`src/rtl/neuron_mac.sv`:
```
`timescale 1ns/1ps
// neuron_mac: sequential multiply-accumulate neuron stage producing one Q8.8
// pre-activation value, sum(x_i * w_i) + bias, over NUM_INPUTS streamed pairs.
// A wide accumulator holds Q.16 partial sums. A single rescale-and-saturate
// step produces the 16-bit Q8.8 result.
//
// Optional feature macro: ROUNDING_EN
//   defined   -> round half-up (+128 before the >>> 8)
//   undefined -> truncate (arithmetic shift, floor toward -infinity)
//
// Ports:
//   clock      rising-edge clock
//   reset      asynchronous active-high reset
//   start      begin a neuron (sampled only in IDLE)
//   bias       signed Q8.8 bias, sampled with start
//   in_valid   input pair valid
//   in_ready   stage accepts a pair (state == ACCUM)
//   in_data    signed Q8.8 activation x_i
//   in_weight  signed Q8.8 weight w_i
//   out_valid  result valid (state == OUTPUT)
//   out_ready  downstream accepts the result
//   out_data   signed Q8.8 saturated result, held until the next result loads
//   overflow   result was clipped, held alongside out_data
//   busy       state is not IDLE
module neuron_mac #(
    parameter int unsigned NUM_INPUTS = 8,
    parameter int unsigned ACC_WIDTH  = 40
) (
    input  logic        clock,
    input  logic        reset,
    input  logic        start,
    input  logic [15:0] bias,
    input  logic        in_valid,
    output logic        in_ready,
    input  logic [15:0] in_data,
    input  logic [15:0] in_weight,
    output logic        out_valid,
    input  logic        out_ready,
    output logic [15:0] out_data,
    output logic        overflow,
    output logic        busy
);

    localparam int unsigned CntW = $clog2(NUM_INPUTS + 1);

    typedef enum logic [1:0] {
        StIdle,
        StAccum,
        StOutput
    } state_e;

    state_e                 state_q, state_d;
    logic [ACC_WIDTH-1:0]   acc_q, acc_d;
    logic [CntW-1:0]        count_q, count_d;
    logic [15:0]            out_data_q, out_data_d;
    logic                   overflow_q, overflow_d;

    logic signed [31:0]     product;
    logic [ACC_WIDTH-1:0]   acc_sum;
    logic [ACC_WIDTH-1:0]   acc_conv;
    logic [ACC_WIDTH-1:0]   shifted;
    logic                   clip;
    logic [15:0]            clipped;
    logic                   beat;
    logic                   last_beat;

    // Q8.8 * Q8.8 -> Q16.16, sign-extended into the accumulator.
    assign product = $signed(in_data) * $signed(in_weight);
    assign acc_sum = acc_q + {{(ACC_WIDTH-32){product[31]}}, product};

`ifdef ROUNDING_EN
    assign acc_conv = acc_sum + ACC_WIDTH'(128);
`else
    assign acc_conv = acc_sum;
`endif

    assign shifted = $unsigned($signed(acc_conv) >>> 8);

    // Fits in 16 bits only if every bit above bit 15 copies the sign bit.
    assign clip    = (shifted[ACC_WIDTH-1:15] != {(ACC_WIDTH-15){shifted[ACC_WIDTH-1]}});
    assign clipped = clip ? (shifted[ACC_WIDTH-1] ? 16'h8000 : 16'h7FFF) : shifted[15:0];

    assign beat      = (state_q == StAccum) && in_valid;
    assign last_beat = (count_q == CntW'(NUM_INPUTS - 1));

    always_comb begin
        state_d    = state_q;
        acc_d      = acc_q;
        count_d    = count_q;
        out_data_d = out_data_q;
        overflow_d = overflow_q;
        unique case (state_q)
            StIdle: begin
                if (start) begin
                    // Bias Q8.8 << 8 aligns it with the Q.16 products.
                    acc_d   = {{(ACC_WIDTH-24){bias[15]}}, bias, 8'h00};
                    count_d = '0;
                    state_d = StAccum;
                end
            end
            StAccum: begin
                if (beat) begin
                    acc_d   = acc_sum;
                    count_d = count_q + CntW'(1);
                    if (last_beat) begin
                        out_data_d = clipped;
                        overflow_d = clip;
                        state_d    = StOutput;
                    end
                end
            end
            StOutput: begin
                if (out_ready) begin
                    state_d = StIdle;
                end
            end
            default: state_d = StIdle;
        endcase
    end

    always_ff @(posedge clock or posedge reset) begin
        if (reset) begin
            state_q    <= StIdle;
            acc_q      <= '0;
            count_q    <= '0;
            out_data_q <= 16'h0000;
            overflow_q <= 1'b0;
        end else begin
            state_q    <= state_d;
            acc_q      <= acc_d;
            count_q    <= count_d;
            out_data_q <= out_data_d;
            overflow_q <= overflow_d;
        end
    end

    assign busy      = (state_q != StIdle);
    assign in_ready  = (state_q == StAccum);
    assign out_valid = (state_q == StOutput);
    assign out_data  = out_data_q;
    assign overflow  = overflow_q;

endmodule

```
`config.mk`:
```
export PLATFORM = sky130hd
export DESIGN_NAME = neuron_mac
export DESIGN_NICKNAME = d
export VERILOG_FILES = /design/src/rtl/neuron_mac.sv
export SDC_FILE = /design/constraint.sdc
export NUM_CORES = 1
export LEC_CHECK = 0
export BUFFER_PORTS_ARGS = -buffer_cell sky130_fd_sc_hd__buf_2
export CAP_MARGIN = 20
export CORE_ASPECT_RATIO = 0.7
export CORE_MARGIN = 2
export CORE_UTILIZATION = 50
export DETAILED_ROUTE_END_ITERATION = 8
export PLACE_DENSITY = 0.67
export SETUP_SLACK_MARGIN = 0.2
export SYNTH_ARGS = -nofsm -noshare
export SYNTH_HDL_FRONTEND = slang
export SYNTH_SLANG_ARGS = --single-unit
```
`constraint.sdc`:
```
create_clock -name clock -period 6.8 [get_ports clock]
set_input_delay 1.36 -clock clock [delete_from_list [all_inputs] [get_ports clock]]
set_output_delay 1.36 -clock clock [all_outputs]
set_load 0.01 [all_outputs]
```
==> impl_metrics.yaml <==
status:
  status: "finished, violations left"
  violations: "negative setup slack"
clock_network:
  cts-buffers-inserted: 9
  clock_latency_ns: 0.36
  cts_tree: "built"
  path_clk_slew_ns: 0.06
  cts_sinks: 63
  clk_path_buf_depth: 2
  root_buffer: "clkbuf_16"
  htree_levels: 3
global_route:
  overflow: 0
  grt_pass1_wl_um: 67200
  grt_max_degree: 64
  grt_usage: 0.266
  grt_antenna_before_repair: 0
  grt_pass1_vias: 13567
setup_path:
  cp_slowest_cell: "fa_1"
  crit_top_cell: "fa_1"
  worstPathRequired_ns: 7.03
  cp_slowest_stage_delay_ns: 0.57
  crit_fanout: 8
  critPathLaunchType: "input pin"
  critPathKind: "in -> reg"
  end_kind: "flop"
  cp_data_arrival_time_ns: 9.54
  worstSetupStartpoint: "in_weight[4]"
  rr_startpoint: "acc_q[0]"
finish:
  diodes: 0
  fin_nets: 2519
  multiInputGateArea_um2: 13600
  nFillCells: 2194
  area_delta_synth_final_pct: 37.8
  seqCellArea_um2: 1580
  drive_above_1_share: 0.349
die:
  chipHeight_um: 149
  io_pins: 73
  die_w_um: 212
  core_um2: 29800
  dieArea_um2: 31600
  rows: 53
  start_util: 0.505
drt:
  vias: 13232
  route.detailed.drc: 0
  via_per_inst: 5.36
  drt-initial-drc-count: 697
  drt-wirelength-per-cell_um: 16.7
  wl_um: 41100
  first_pass_iters: 5
  ant_nets: 0
logic_synthesis:
  synth_area_um2: 15100
  synth_top_area_frac: 0.349
  ys.flop_type: "dfrtp_1"
  syn_inst: 1681
  synth-seq-cells: 63
  yosysTopAreaCell: "fa_1"
  synth-warning-count: 0
  synthArstFlopShare: 1.00
  synth_nets: 2122
  synth_top_cells_by_area: "fa_1, dfrtp_1, ha_1"
  ys_seq_area_frac: 0.105
  ys_types: 85
  synth_area_per_cell_um2: 8.97
  synth_edf_count: 0
timing:
  finalClockSkew_ns: 0.0107
  maxSlewViolCount: 0
  setup_ws_ns: -2.51
  finalSetupViolations: 46
  rsz0062_at_grt: "yes"
  post-route-min-period_ns: 9.31
  relSlewSlack: 0.409
  hold_viol: 0
  max_freq_mhz: 107
  timing.hold.ws_ns: 0.486
  post-route-period-util: 1.37
  tightest_slew_ns: 0.886
placed_design:
  hpwl_um: 32200
  place.gp.congestion: 0.919
  detailedPlace.worstSlack_ns: -2.93
  io_buffers: 72
run:
  drv_cap: 0
worst_hold_path:
  worstHoldPathType: "reg -> reg"
  hold_path.startpoint: "out_data[15]"
==> registers in the layout, indices dropped and copies added, names as in the netlist <==
signal / flops
acc_q: 40
count_q: 4
out_data: 16
overflow: 1
state_q: 2
==> cell usage in the layout, fill, tap and decap left out, drive strengths merged, types with 13 or more instances in the layout <==
master | netlist | final
dfrtp | 63 | 63
a21o | 21 | 21
nor3 | 13 | 13
o22ai | 16 | 16
o21ai | 66 | 66
ha | 125 | 125
xnor2 | 50 | 50
nand2b | 14 | 14
a21oi | 68 | 68
fa | 263 | 263
o21bai | 13 | 13
xor2 | 19 | 19
and2 | 135 | 135
inv | 311 | 311
a221o | 14 | 14
nor2 | 83 | 83
buf | 12 | 443
nand2 | 194 | 194
==> cell families (layout without fill, tap and decap cells) <==
logic type               count (synthesis)  after routing  share of synthesized area
AND/OR/NAND/NOR                        499            499                      0.164
adder cells (fa/ha/maj)                388            388                      0.453
AO/OA/AOI/OAI                          280            280                      0.136
multiplexers                            12             12                    0.00880
flip-flops                              63             63                      0.105
XOR/XNOR                                69             69                     0.0401
buffers and inverters                  370            772                     0.0941
==> per-stage QoR <==
| step | cell area, µm² | TNS [ns] | util | instances |
|---|---|---|---|---|
| 5_1_grt | 20800 | -94.86 | 0.696 | 2468 |
| 6_report | 20800 | -80.99 | 0.696 | 2468 |
| 3_3_place_gp | 18600 | -98.54 | 0.622 | 2382 |
| 2_1_floorplan | 15700 | -68.19 | - | 1681 |
| 4_1_cts | 20200 | -77.24 | 0.676 | 2453 |
| 3_5_place_dp | 18600 | -100.53 | 0.622 | 2382 |
==> worst max-delay path, delay by kind of cell <==
kind / cells / cell delay (ns)
fa+ha+maj: 8 / 3.70
buf+inv: 5 / 0.59
compound gates: 16 / 3.24
xor+xnor: 1 / 0.13
simple gates: 4 / 0.49
==> synth_stat cells (14+ instances only) <==
library cell  number
xor2_1            19
xnor2_1           50
a221o_1           14
a21oi_1           67
nor2_1            81
fa_1             263
o21ai_0           60
inv_1            311
nand2b_1          14
clkbuf_1          47
nand2_1          194
ha_1             125
and2_1           132
dfrtp_1           63
a21o_1            21
==> layer usage <==
layer	part of all wire	vias to the layer above	wire [µm]	global-route usage
li1	-	6156	-	-
met2	0.50	290	20500	0.449
met5	0	-	0	0
met1	0.45	6747	18400	0.378
met4	0.011	0	457	0.0412
met3	0.044	39	1830	0.0293
==> area by class of cell <==
type / count / share of cell area
Multi-Input combinational cell: 1248 / 0.656
Tap cell: 385 / 0.0232
Timing Repair Buffer: 445 / 0.175
Clock inverter: 6 / 0.00211
Clock buffer: 10 / 0.0115
Inverter: 311 / 0.0565
Sequential cell: 63 / 0.0759
==> final timing paths <==
check	to	slack [ns]	depth (start not counted)
max	out_data[7]	-2.51	34
min	out_data[15]	0.49	2
max reg2reg	out_data[7]	2.67	17
min reg2reg	out_data[15]	0.49	2
max in group asynchronous	count_q[0]	4.95	3
min in group asynchronous	acc_q[10]	1.25	3
==> repair_timing <==
action,in CTS,in global routing
buffers inserted,54,15
gates cloned,1,0
pin swaps,89,66
hold buffers,0,0
gates resized for setup,205,94
setup endpoints to repair,47,49
Power is left out: the tool's default activity adds up to more than one toggle a clock period on the data nets, which glitch-free logic cannot reach.
